[config.mk]
export PLATFORM = sky130hd
export DESIGN_NAME = seq_detector
export DESIGN_NICKNAME = d
export VERILOG_FILES = /design/src/rtl/seq_detector.sv
export SDC_FILE = /design/constraint.sdc
export NUM_CORES = 1
export LEC_CHECK = 0
export BUFFER_PORTS_ARGS = -buffer_cell sky130_fd_sc_hd__buf_2
export CORE_ASPECT_RATIO = 0.7
export CORE_MARGIN = 8
export CORE_UTILIZATION = 45
export DETAILED_ROUTE_END_ITERATION = 8
export GPL_ROUTABILITY_DRIVEN = 0
export PLACE_DENSITY = 0.72
export RECOVER_POWER = 100
export SETUP_SLACK_MARGIN = 0.3
export SLEW_MARGIN = 40
export SYNTH_ARGS = -nofsm -noshare
export SYNTH_HDL_FRONTEND = slang
export SYNTH_SLANG_ARGS = --single-unit
[constraint.sdc]
create_clock -name clk -period 5.4 [get_ports clk]
set_input_delay 0.81 -clock clk [delete_from_list [all_inputs] [get_ports clk]]
set_output_delay 0.81 -clock clk [all_outputs]
set_load 0.03 [all_outputs]
[src/rtl/seq_detector.sv]
// seq_detector: serial pattern detector with a runtime-programmable pattern.
// Accepted bits shift into a history register. When the last len bits match
// the programmed pattern, a registered one-cycle match pulse is produced and
// a saturating counter is incremented. Matches may overlap or be
// non-overlapping, and the current detector phase is exposed on state.
module seq_detector #(
  parameter int MAX_LEN = 8,
  parameter int CNT_W   = 16,
  parameter int LEN_W   = $clog2(MAX_LEN) + 1
) (
  input  logic               clk,
  input  logic               reset,
  input  logic               cfg_we,
  input  logic [MAX_LEN-1:0] cfg_pattern,
  input  logic [LEN_W-1:0]   cfg_len,
  input  logic               cfg_overlap,
  input  logic               in_valid,
  input  logic               in_bit,
  input  logic               cnt_clear,
  output logic               match,
  output logic [CNT_W-1:0]   match_count,
  output logic [1:0]         state
);

  localparam logic [1:0] ST_IDLE   = 2'd0;
  localparam logic [1:0] ST_HUNT   = 2'd1;
  localparam logic [1:0] ST_ARMED  = 2'd2;
  localparam logic [1:0] ST_UNUSED = 2'd3;

  localparam logic [LEN_W-1:0] LEN_MAX = LEN_W'(MAX_LEN);
  localparam logic [CNT_W-1:0] CNT_MAX = '1;

  logic [MAX_LEN-1:0] pattern_q, pattern_d;
  logic [LEN_W-1:0]   len_q, len_d;
  logic               overlap_q, overlap_d;
  logic [MAX_LEN-1:0] hist_q, hist_d;
  logic [LEN_W-1:0]   fill_q, fill_d;
  logic               match_d;
  logic [CNT_W-1:0]   count_d;
  logic [1:0]         state_d;

  logic [MAX_LEN-1:0] len_mask;
  logic [MAX_LEN-1:0] hist_shift;
  logic [LEN_W-1:0]   fill_inc;
  logic               hit;

  // Mask that selects the low len bits of the history for comparison.
  always_comb begin
    len_mask = '0;
    for (int i = 0; i < MAX_LEN; i++) begin
      len_mask[i] = (LEN_W'(i) < len_q);
    end
  end

  // Candidate history and fill if the current bit is accepted, and whether that bit completes the pattern.
  always_comb begin
    hist_shift = {hist_q[MAX_LEN-2:0], in_bit};
    fill_inc   = (fill_q == LEN_MAX) ? fill_q : fill_q + 1'b1;
    hit        = (len_q != '0) && (fill_inc >= len_q) &&
                 (((hist_shift ^ pattern_q) & len_mask) == '0);
  end

  // Next configuration, history, fill and match. A configuration load takes priority over any bit presented in the same cycle.
  always_comb begin
    pattern_d = pattern_q;
    len_d     = len_q;
    overlap_d = overlap_q;
    hist_d    = hist_q;
    fill_d    = fill_q;
    match_d   = 1'b0;
    if (cfg_we) begin
      pattern_d = cfg_pattern;
      overlap_d = cfg_overlap;
      len_d     = (cfg_len > LEN_MAX) ? LEN_MAX : cfg_len;
      hist_d    = '0;
      fill_d    = '0;
    end else if (in_valid) begin
      hist_d  = hist_shift;
      match_d = hit;
      fill_d  = (hit && !overlap_q) ? '0 : fill_inc;
    end
  end

  // Detector phase follows directly from the next length and fill. The unused encoding falls back to IDLE.
  always_comb begin
    if (state == ST_UNUSED) begin
      state_d = ST_IDLE;
    end else if (len_d == '0) begin
      state_d = ST_IDLE;
    end else if (fill_d < len_d) begin
      state_d = ST_HUNT;
    end else begin
      state_d = ST_ARMED;
    end
  end

  // Saturating match counter. A clear on the same edge as a match wins.
  always_comb begin
    count_d = match_count;
    if (cnt_clear) begin
      count_d = '0;
    end else if (match_d && (match_count != CNT_MAX)) begin
      count_d = match_count + 1'b1;
    end
  end

  // State registers with asynchronous active-high reset.
  always_ff @(posedge clk or posedge reset) begin
    if (reset) begin
      pattern_q   <= '0;
      len_q       <= '0;
      overlap_q   <= 1'b0;
      hist_q      <= '0;
      fill_q      <= '0;
      match       <= 1'b0;
      match_count <= '0;
      state       <= ST_IDLE;
    end else begin
      pattern_q   <= pattern_d;
      len_q       <= len_d;
      overlap_q   <= overlap_d;
      hist_q      <= hist_d;
      fill_q      <= fill_d;
      match       <= match_d;
      match_count <= count_d;
      state       <= state_d;
    end
  end

endmodule

# Word level (Yosys, flattened, before mapping)
# Index checks and enable logic that the tools add are counted.
[word_totals]
ram_bits = 0
input_bits = 19
n_memories = 0
out_inout_bits = 19
elab_cells = 51
mem_bits_ro = 0
latch_bits = 0
ff_bits = 43
[op_classes]
n_mux = 15
eq_ne = 3
n_mul = 0
shifts = 0
reduce_logical = 10
bitwise_logic = 2
div_mod_pow = 0
n_lt_le_gt_ge = 11
n_addsub = 2
[op_table]
columns = ["operator", "n"]
rows = [
  ["two-way mux 16 bit", 2],
  ["two-way mux 4 bit", 6],
  ["adder 16 x 1 -> 16 bit, second input constant", 1],
  ["< comparator 3 x 4 -> 1 bit, first input constant", 4],
  ["!= test 16 bit, second input constant", 1],
  ["two-way mux 7 bit", 2],
  ["AND 8 bit", 1],
  ["logical NOT 8 bit", 1],
  ["< comparator 1 x 4 -> 1 bit, first input constant", 2],
  ["< comparator 2 x 4 -> 1 bit, first input constant", 2],
  ["XOR 8 bit", 1],
  ["two-way mux 2 bit", 3],
  ["adder 4 x 1 -> 4 bit, second input constant", 1],
  ["== test 4 bit, second input constant", 1],
  ["greater-or-equal comparator 4 bit", 1],
  ["greater-than comparator 4 bit, second input constant", 1],
  ["logical AND 1 bit", 4],
  ["logical NOT 4 bit", 1],
  ["< comparator 4 bit", 1],
  ["nonzero test 2 bit", 2],
  ["nonzero test 4 bit", 1],
  ["== test 2 bit, second input constant", 1],
  ["two-way mux 1 bit", 2],
  ["logical NOT 1 bit", 1],
]

# Longest topological paths before layout
# Gate-level depths: netlist of the first run.
[depth]
ltp_word = 13
ltp_mapped = 17
ltp_nobuf = 17

# Worst setup path before layout of the first run
# OpenSTA, ideal clock, no wires.
[synth_timing]
kind = "register to register"
startpoint = "register fill_q[0]"
endpoint = "register state[0]"
setup_time_ps = 73
path_buffers = 0
path_stages_with_launch = 18
synth_period_minus_slack_ps = 3465
arrival_time_ps = 3392
t_required_ps = 5327
slack_ps = 1935
path_cell_list = "dfrtp_1 inv_1 ha_1 nand2_1 nand3_1 o21ai_0 ha_1 o21a_1 o21ai_0 or4_4 o41a_2 a22o_1 ha_1 a21o_1 a21oi_1 o21ai_0 a31oi_1 nor2b_1"
[synth_between]
elab_chain_len = 13
word_cells_on_any_way = 14
classes_between = "add/sub: 1; order compare: 2; eq/ne: 1; mux: 7; reduce/logical: 3"
[synth_rtl]
columns = ["element", "line", "source"]
rows = [
  ["start, declared", "37", "logic [LEN_W-1:0] fill_q, fill_d;"],
  ["start signal, assigned", "123", "fill_q <= fill_d;"],
  ["adder 4 x 1 -> 4 bit / == test 4 bit (equally long branches)", "58", "fill_inc = (fill_q == LEN_MAX) ? fill_q : fill_q + 1'b1;"],
  ["two-way mux 4 bit *", "58", ""],
  ["greater-or-equal comparator 4 bit", "59", "hit = (len_q != '0) && (fill_inc >= len_q) &&"],
  ["logical AND 1 bit (2 in a row)", "59", ""],
  ["logical AND 1 bit", "80", "fill_d = (hit && !overlap_q) ? '0 : fill_inc;"],
  ["two-way mux 4 bit *", "80", ""],
  ["two-way mux 4 bit *", "77", "end else if (in_valid) begin"],
  ["two-way mux 4 bit *", "71", "if (cfg_we) begin"],
  ["named net fill_d[2]", "37", ""],
  ["< comparator 4 bit *", "90", "end else if (fill_d < len_d) begin"],
  ["two-way mux 2 bit *", "90", ""],
  ["two-way mux 2 bit *", "88", "end else if (len_d == '0) begin"],
  ["two-way mux 2 bit *", "86", "if (state == ST_UNUSED) begin"],
  ["named net state_d[0]", "40", "logic [1:0] state_d;"],
  ["end signal, assigned", "126", "state <= state_d;"],
  ["end, declared", "22", "output logic [1:0] state"],
]
# The timed path passes the listed nets; every way through them passes the cells marked *.
# A chain may end at the register's enable or synchronous reset.

# Worst setup path after layout of the first run
# Same ends and word-level chain as after synthesis.

==> impl_metrics.yaml, run 1 <==
floorplan:
  die-area_sq_mm: 0.00781
  die_x_microns: 102
  initial_core_util: 0.457
  ios: 38
  die_h_microns: 76.4
  core_sq_mm: 0.00512
  std_cell_rows: 22
critical_path:
  reg2reg_from: "fill_q[0]"
  worst_path_most_repeated_cell: "ha_1"
  crit_fanout: 6
  crit_arrival_ps: 4050
  cp_top_family: "compound AO/OA/AOI/OAI gates"
  critPathKind: "register to register"
  cp_slowest_cell: "a2111oi_0"
  r2r_end: "state[0]"
  end_kind: "register"
  reg2reg_depth: 17
  cp_slowest_stage_delay_ps: 730
  crit_start: "fill_q[0]"
  cp_cell_sequence: "inv_1, ha_1, nand2_1, nor2_1, xnor2_1, inv_1, ha_1, nand2b_1, a2111oi_0, o41a_2, a22o_1, ha_1, a21o_1, a21oi_1, o21ai_0, a31oi_1, nor2b_1"
  critPathLaunchType: "register"
  critical_path_buf_inv_count: 2
  r2r_slack_ps: 1570
  cp.required_ps: 5620
synthesis:
  synth_area_leader_cell: "dfrtp_1"
  ys.flop_type: "dfrtp_1"
  syn_avg_cell_area_sq_um: 9.88
  async_flop_share: 1.00
  synth_top_cell_area_share: 0.459
  synthMuxAreaShare: 0.0913
  ys_warn_count: 0
  post-synth-top-count-cell: "dfrtp_1"
  synth_area_leaders: "dfrtp_1, ha_1, mux2_2"
  syn_area_sq_mm: 0.00234
  synth_common_cells: "dfrtp_1, nor2_1, o21ai_0"
  synth_compound_area_frac: 0.122
  synth_seq_area_share: 0.459
  synth-xor-area-share: 0.0449
  synth-seq-cells: 43
  synthAdderAreaFrac: 0.0534
  synth_cell_types: 43
  syn_inst: 237
  synth_top_family_by_area: "simple AND/OR/NAND/NOR gates"
  synth-edff-count: 0
  synth_nets: 266
  synth_simple_gate_area_share: 0.183
power_and_ir_drop:
  p_int_w: 0.000466
  p_sw_w: 0.000178
  p_leak_nw: 1.14
  ir_drop_mv: 0.170
  pwr-share-seq: 0.545
  clockPowerShare: 0.310
  share_comb_of_total_power: 0.145
  p_per_area_mw_per_mm2: 244
  power_switching_share: 0.276
final_layout:
  syn2layout_area_growth_pct: 12.6
  drive_above_1_share: 0.157
  nets: 302
  stdcell_count: 346
  final_core_util: 0.515
  antenna_cells: 0
  nFillCells: 488
placed_design:
  placedCellCount: 338
  dp_hpwl_microns: 3650
  portBuffers: 37
  place_ws_ps: 1640
timing:
  hold_viol: 0
  slew_violations: 44
  clock_skew_ps: 7.40
  fin_tns_setup_ps: 0
  max_freq_mhz: 261
  timing.final.crit_share: 0.708
  min_period_ps: 3830
  slew_headroom: -0.512
  fin_ws_ps: 1570
  worst_pin_slew_ps: 2270
  finalSetupViolCount: 0
  rsz0062_at_grt: "false"
clock_tree:
  cts_setup_buffers: 0
  cts_tree: "done"
  insertion_delay_ps: 290
  clockRootBuffer: "clkbuf_8"
  clock-sinks: 43
  cts_resized: 0
  holdBufCountCts: 0
  numCtsBuffers: 5
  ctsHtreeMaxLevel: 2
  clockBufferDepth: 2
  path_clk_slew_ps: 80
drt:
  wl_per_cell_microns: 14.3
  wl_microns: 4940
  ant_nets: 0
  drtIter0Drc: 61
  drc_errors: 0
  num_vias: 1817
  firstDrtPassIters: 4
  via_per_inst: 5.25
outcome:
  status: "finished, violations left"
  violations: "max-capacitance violations, max-slew violations"
global_route:
  grt_max_degree: 44
  grt_overflow: 0
  grt_first_pass_wirelength_microns: 8670
  grt_util_all_layers: 0.137
  grt_pass1_vias: 1851
  antenna_found_initial: 0
hold_path:
  hold_path.class: "register to register"
  hp-start: "overlap_q"
  holdPathEnd: "overlap_q"
  worstHoldPathCells: 1
run:
  drv_cap: 1
## power by group through the flow
| stage | combinational, W | sequential [W] | clock [W] |
|---|---|---|---|
| global placement | 0.0000934 | 0.000357 | 0 |
| floorplan | 0.0000630 | 0.000361 | 0 |
| detailed placement | 0.0000956 | 0.000357 | 0 |
| global route | 0.000106 | 0.000353 | 0.000220 |
| CTS | 0.0000958 | 0.000351 | 0.000206 |
| finish | 0.0000933 | 0.000351 | 0.000200 |
## layer usage
| layer | routed length, microns | part of all wire | global-route usage |
|---|---|---|---|
| met1 | 2410 | 0.49 | 0.182 |
| met5 | 0 | 0 | 0 |
| met2 | 2200 | 0.45 | 0.211 |
| met3 | 289 | 0.058 | 0.0420 |
| met4 | 43 | 0.0087 | 0.0350 |
## worst reg2reg max path, delay by kind of cell, from the launching register on
family          cells  cell delay (ps)
compound gates      7             1790
xor+xnor            1              260
fa+ha+maj           3              710
buf+inv             2              150
flops               1              450
simple gates        4              410
## metrics by stage
stage	hold WS, ps	area (sq um)	power [W]
floorplan	482	2340	0.000424
global placement	506	2580	0.000450
detailed placement	510	2580	0.000452
CTS	529	2670	0.000653
global route	556	2640	0.000679
finish	527	2640	0.000644
## how the worst max path moves through the flow
stage,to,slack [ps],cells after the start
floorplan,state[0],1940,17
global placement,state[0],1750,17
detailed placement,state[0],1640,17
CTS,state[0],1620,17
global route,state[0],1310,17
finish,state[0],1570,17
## cell usage in the layout, fill, tap and decap left out, types with 2 or more instances in the layout
master	count
nand2b_1	2
mux2_2	11
nor2b_1	4
nor4_1	4
a22o_1	4
dfrtp_1	43
o41ai_1	2
clkbuf_1	22
nand3_1	7
or3_1	9
ha_1	10
nand4_1	7
nor2_1	20
xnor2_1	11
o21ai_0	16
inv_1	15
mux2i_1	9
buf_2	17
a21oi_1	15
nand2_1	15
clkbuf_8	5
o22ai_1	2
or4_1	3
## layout make-up
type	count	area, sq um	area share
inverter	15	56.3	0.0213
timing repair buffer	39	171	0.0650
clock inverter	2	12.5	0.00474
tap	72	90.1	0.0342
clock buffer	6	72.6	0.0275
sequential	43	1080	0.408
multi-input combinational	169	1160	0.439
## logic make-up (layout without fill, tap and decap cells)
family / Yosys count / after routing
compound gates: 47 / 47
buf+inv: 25 / 62
xor+xnor: 12 / 12
mux: 20 / 20
fa+ha+maj: 10 / 10
simple gates: 80 / 80
flops: 43 / 43
## sequential cells by signal (all words and copies together), names as in the netlist
name and flops:
fill_q 4, pattern_q 8, overlap_q 1, len_q 4, match 1, hist_q 7
match_count 16, state 2
Note: power is estimated with default switching activity, not from simulation.
==> inputs of run 2 (changes only) <==
--- a/config.mk
+++ b/config.mk
@@ -11,7 +11,7 @@
 export CORE_UTILIZATION = 45
 export DETAILED_ROUTE_END_ITERATION = 8
 export GPL_ROUTABILITY_DRIVEN = 0
-export PLACE_DENSITY = 0.72
+export PLACE_DENSITY = 0.74
 export RECOVER_POWER = 100
 export SETUP_SLACK_MARGIN = 0.3
 export SLEW_MARGIN = 40
==> constraint.sdc (replaced) <==
create_clock -name clk -period 3.35 [get_ports clk]
set_input_delay 0.5025 -clock clk [delete_from_list [all_inputs] [get_ports clk]]
set_output_delay 0.5025 -clock clk [all_outputs]
set_load 0.03 [all_outputs]
==> impl_metrics.yaml, run 2 (synthesized netlist as in run 1, its figures left out) <==
critical_path:
  critPathKind: "register to register"
  crit_path_end: "state[0]"
  r2r_end: "state[0]"
  critPathLaunchType: "register"
  crit_start: "fill_q[0]"
  end_kind: "register"
  reg2reg_depth: 17
  crit_fanout: 4
  r2r_slack_ps: -90
  crit_arrival_ps: 3680
  reg2reg_from: "fill_q[0]"
  cp.required_ps: 3590
clock_tree:
  clockBufferDepth: 2
  numCtsBuffers: 5
  cts_tree: "done"
  ctsHtreeMaxLevel: 2
  clock-sinks: 43
  clockRootBuffer: "clkbuf_8"
  path_clk_slew_ps: 90
  insertion_delay_ps: 300
timing:
  finalSetupViolCount: 2
  holdWs_ps: 345
  clock_skew_ps: 6.94
  worst_pin_slew_ps: 1170
  timing.final.crit_share: 1.03
  max_freq_mhz: 290
  slew_headroom: 0.221
  rsz0062_at_grt: "true"
  min_period_ps: 3440
  slew_violations: 0
  fin_ws_ps: -94.3
  hold_viol: 0
  fin_tns_setup_ps: -164
drt:
  drtIter0Drc: 66
  wl_microns: 5960
  drc_errors: 0
  num_vias: 2001
  wl_per_cell_microns: 16.5
  ant_nets: 0
  firstDrtPassIters: 4
  via_per_inst: 5.53
run:
  drv_cap: 0
final_layout:
  layout_commonest_cell: "dfrtp_1"
  largest_register_ffs: 16
  antenna_cells: 0
  drive_above_1_share: 0.324
  nets: 318
  syn2layout_area_growth_pct: 30.5
  fin_area_sq_mm: 0.00306
  top_register: "match_count"
  final_cell_mix: "dfrtp_1, clkbuf_1, nor2_1"
  largest_registers: "match_count x16, pattern_q x8, hist_q x7"
power_and_ir_drop:
  power_w: 0.00125
  ir_drop_mv: 0.291
  p_per_area_mw_per_mm2: 409
  p_leak_nw: 1.29
global_route:
  grt_first_pass_wirelength_microns: 9510
  antenna_found_initial: 0
  grt_overflow: 0
  grt_max_degree: 27
  grt_pass1_vias: 2063
  grt_util_all_layers: 0.153
floorplan:
  initial_core_util: 0.457
  die_h_microns: 76.4
  die_x_microns: 102
  core_sq_mm: 0.00512
  ios: 38
  std_cell_rows: 22
  die-area_sq_mm: 0.00781
outcome:
  status: "finished, violations left"
  violations: "negative setup slack"
placed_design:
  place_ws_ps: -157
  dpl_cell_area_sq_mm: 0.00265
  dp_hpwl_microns: 4010
  portBuffers: 37
hold_path:
  hold_path.class: "input pin to async pin"
-- run 2: final cells by class --
type | count | area, sq um
fillers | 445 | 2060
inverters | 15 | 56.3
multi-input cells | 169 | 1370
clock inverters | 3 | 67.6
repair buffers | 55 | 325
clock buffers | 5 | 68.8
well taps | 72 | 90.1
flip-flops and latches | 43 | 1080
-- run 2: where the power goes --
part | total (W) | leakage [nW] | internal [W] | switching, W
registers | 0.000565 | 0.570 | 0.000543 | 0.0000214
clock network | 0.000484 | 0.0644 | 0.000297 | 0.000187
logic | 0.000202 | 0.660 | 0.0000941 | 0.000108
-- run 2: stage by stage --
step / utilization / cells
6_report: 0.597 / 362
5_1_grt: 0.597 / 362
4_1_cts: 0.582 / 361
3_5_place_dp: 0.517 / 345
3_3_place_gp: 0.517 / 345
2_1_floorplan: - / 237
-- run 2: repair_timing --
| action | in CTS | in global routing |
|---|---|---|
| pin swaps | 23 | 11 |
| buffers inserted | 8 | 1 |
| gates resized for setup | 24 | 22 |
| hold buffers | 0 | 0 |
| endpoints found under the setup margin | 15 | 17 |
| endpoints found under the hold margin | 0 | 0 |
| cloned | 0 | 0 |
-- run 2: worst max-delay path, cell delays in order, from the launching register on --
cell,delay (ps)
dfrtp_1,400
inv_1,70
ha_2,180
nand2_4,60
nand3_2,70
o21ai_2,60
ha_2,300
o21a_1,100
o21ai_1,50
or4_4,440
o41a_4,390
a22o_1,220
ha_1,300
a21o_1,170
a21oi_2,130
o21ai_1,70
a31oi_1,210
nor2b_1,160
-- run 2: worst min path at each step --
| stage | from | endpoint | slack [ps] | cells after the start |
|---|---|---|---|---|
| finish | reset | fill_q[2] | 340 | 2 |
| global route | reset | match_count[0] | 420 | 2 |
| CTS | reset | fill_q[2] | 210 | 2 |
| detailed placement | pattern_q[5] | pattern_q[5] | 520 | 1 |
| global placement | pattern_q[5] | pattern_q[5] | 520 | 1 |
| floorplan | pattern_q[0] | pattern_q[0] | 500 | 1 |
-- run 2: per-layer routing --
metal,share of wire,up-vias,track usage
met5,0,-,0
met3,0.058,18,0.0429
met4,0.025,0,0.0642
li1,-,952,-
met1,0.43,974,0.177
met2,0.49,57,0.255
==> inputs of run 3 (changes only) <==
--- a/config.mk
+++ b/config.mk
@@ -11,7 +11,7 @@
 export CORE_UTILIZATION = 45
 export DETAILED_ROUTE_END_ITERATION = 8
 export GPL_ROUTABILITY_DRIVEN = 0
-export PLACE_DENSITY = 0.74
+export PLACE_DENSITY = 0.75
 export RECOVER_POWER = 100
 export SETUP_SLACK_MARGIN = 0.3
 export SLEW_MARGIN = 40
==> impl_metrics.yaml, run 3 (synthesized netlist as in run 1, its figures left out) <==
final_layout:
  final_cell_mix: "dfrtp_1, clkbuf_1, nor2_1"
  fin_area_sq_mm: 0.00293
  antenna_cells: 0
  layout_commonest_cell: "dfrtp_1"
  largest_registers: "match_count x16, pattern_q x8, hist_q x7"
  stdcell_count: 363
  nFillCells: 478
  syn2layout_area_growth_pct: 24.9
  largest_register_ffs: 16
  drive_above_1_share: 0.282
  nets: 319
  top_register: "match_count"
timing:
  timing.final.crit_share: 0.997
  slew_headroom: 0.306
  clock_skew_ps: 3.27
  min_period_ps: 3340
  max_freq_mhz: 299
  hold_viol: 0
  finalSetupViolCount: 0
  worst_pin_slew_ps: 1040
  slew_violations: 0
  rsz0062_at_grt: "true"
clock_tree:
  cts_tree: "done"
  insertion_delay_ps: 300
  ctsHtreeMaxLevel: 2
  clockRootBuffer: "clkbuf_8"
  clock-sinks: 43
  holdBufCountCts: 0
  clockBufferDepth: 2
  numCtsBuffers: 5
  path_clk_slew_ps: 80
critical_path:
  cp.required_ps: 3590
  critPathLaunchType: "register"
  crit_arrival_ps: 3580
  worst_path_most_repeated_cell: "o21ai_1"
  cp_slowest_stage_delay_ps: 430
  cp_cell_sequence: "inv_1, ha_2, nand2_2, nand3_2, o21ai_2, ha_1, o21a_1, o21ai_1, or4_4, o41a_4, a22o_1, ha_4, a21o_1, a21oi_1, o21ai_1, a31oi_1, nor2b_1"
  crit_fanout: 4
  critPathKind: "register to register"
  cp_slowest_cell: "or4_4"
  end_kind: "register"
floorplan:
  std_cell_rows: 22
  ios: 38
  core_sq_mm: 0.00512
  die_h_microns: 76.4
  die_x_microns: 102
  die-area_sq_mm: 0.00781
  initial_core_util: 0.457
outcome:
  status: "completed"
global_route:
  grt_max_degree: 29
  antenna_found_initial: 0
  grt_overflow: 0
  grt_pass1_vias: 1947
  grt_first_pass_wirelength_microns: 9150
  grt_util_all_layers: 0.145
drt:
  drtIter0Drc: 73
  drt-met1-wl_microns: 2660
  wl_microns: 5740
  num_vias: 1967
  top_layer: "met4"
  met2_length_microns: 2750
  dr_wl_met3_microns: 303
  wl_per_cell_microns: 15.8
  firstDrtPassIters: 4
  via_per_inst: 5.42
  ant_nets: 0
  drc_errors: 0
placed_design:
  placedCellCount: 348
  dpl_cell_area_sq_mm: 0.00267
  portBuffers: 37
  dp_hpwl_microns: 3950
power_and_ir_drop:
  p_per_area_mw_per_mm2: 385
  ir_drop_mv: 0.232
  p_leak_nw: 1.25
run:
  drv_cap: 0
hold_path:
  hold_path.class: "input pin to register"
-- run 3: cell types whose count changed in the layout (fill, tap and decap cells not counted), moves of 2 or more --
cell,delta
o21ai_2,-2
or3_1,+2
bufinv_16,-2
buf_12,-2
clkbuf_8,+2
or3_4,-2
clkbuf_1,+4
-- run 3: critical path: cells and delay by family, from the launching register on --
| kind | cells | cell delay [ps] |
|---|---|---|
| AO/OA/AOI/OAI | 9 | 1400 |
| buffers and inverters | 1 | 80 |
| flip-flops | 1 | 420 |
| AND/OR/NAND/NOR | 4 | 730 |
| adder cells (fa/ha/maj) | 3 | 670 |
-- run 3: cell type report --
cell class,instances,area (sq um),share of cell area
Inverter,15,56.3,0.0192
Timing Repair Buffer,56,293,0.100
Sequential cell,43,1080,0.368
Clock buffer,7,96.3,0.0329
Clock inverter,1,7.51,0.00257
Tap cell,72,90.1,0.0308
Multi-Input combinational cell,169,1310,0.447
-- run 3: per-layer routing --
| metal | vias up | track usage |
|---|---|---|
| met1 | 964 | 0.193 |
| met3 | 4 | 0.0383 |
| met4 | 0 | 0.0423 |
| met2 | 46 | 0.225 |
| li1 | 953 | - |
| met5 | - | 0 |
-- run 3: worst paths after layout --
path                           startpoint               to  slack (ps)  cells past startpoint
setup / recovery                fill_q[0]         state[0]           8                     17
hold / removal             cfg_pattern[0]     pattern_q[0]         420                      2
setup reg to reg                fill_q[0]         state[0]           8                     17
hold reg to reg              pattern_q[0]     pattern_q[0]         530                      1
max in group asynchronous           reset  match_count[13]        1570                      3
min in group asynchronous           reset        hist_q[0]         450                      2
-- run 3: stage by stage --
stage	power [W]	TNS [ps]	util	setup slack [ps]	hold WS, ps
after global placement	0.000742	-2.24	0.521	-2.24	515
after floorplan	0.000688	0	-	56.1	502
final	0.00113	0	0.572	8.43	425
after global routing	0.00118	-509	0.572	-219	426
after CTS	0.00112	0	0.557	10.6	273
after detailed placement	0.000748	-198	0.521	-108	521
-- run 3: where the power goes --
part	internal, W	leakage (nW)	switching, W
Clock	0.000188	0.0505	0.000183
Sequential	0.000543	0.570	0.0000213
Combinational	0.0000909	0.624	0.000102
Total	0.000822	1.25	0.000306
-- run 3: what timing repair did --
item	in CTS	in global routing
endpoints found under the setup margin	10	17
buffers inserted	5	1
hold endpoints to repair	0	0
gates cloned	0	1
pin swaps	5	20
resized for setup	9	35
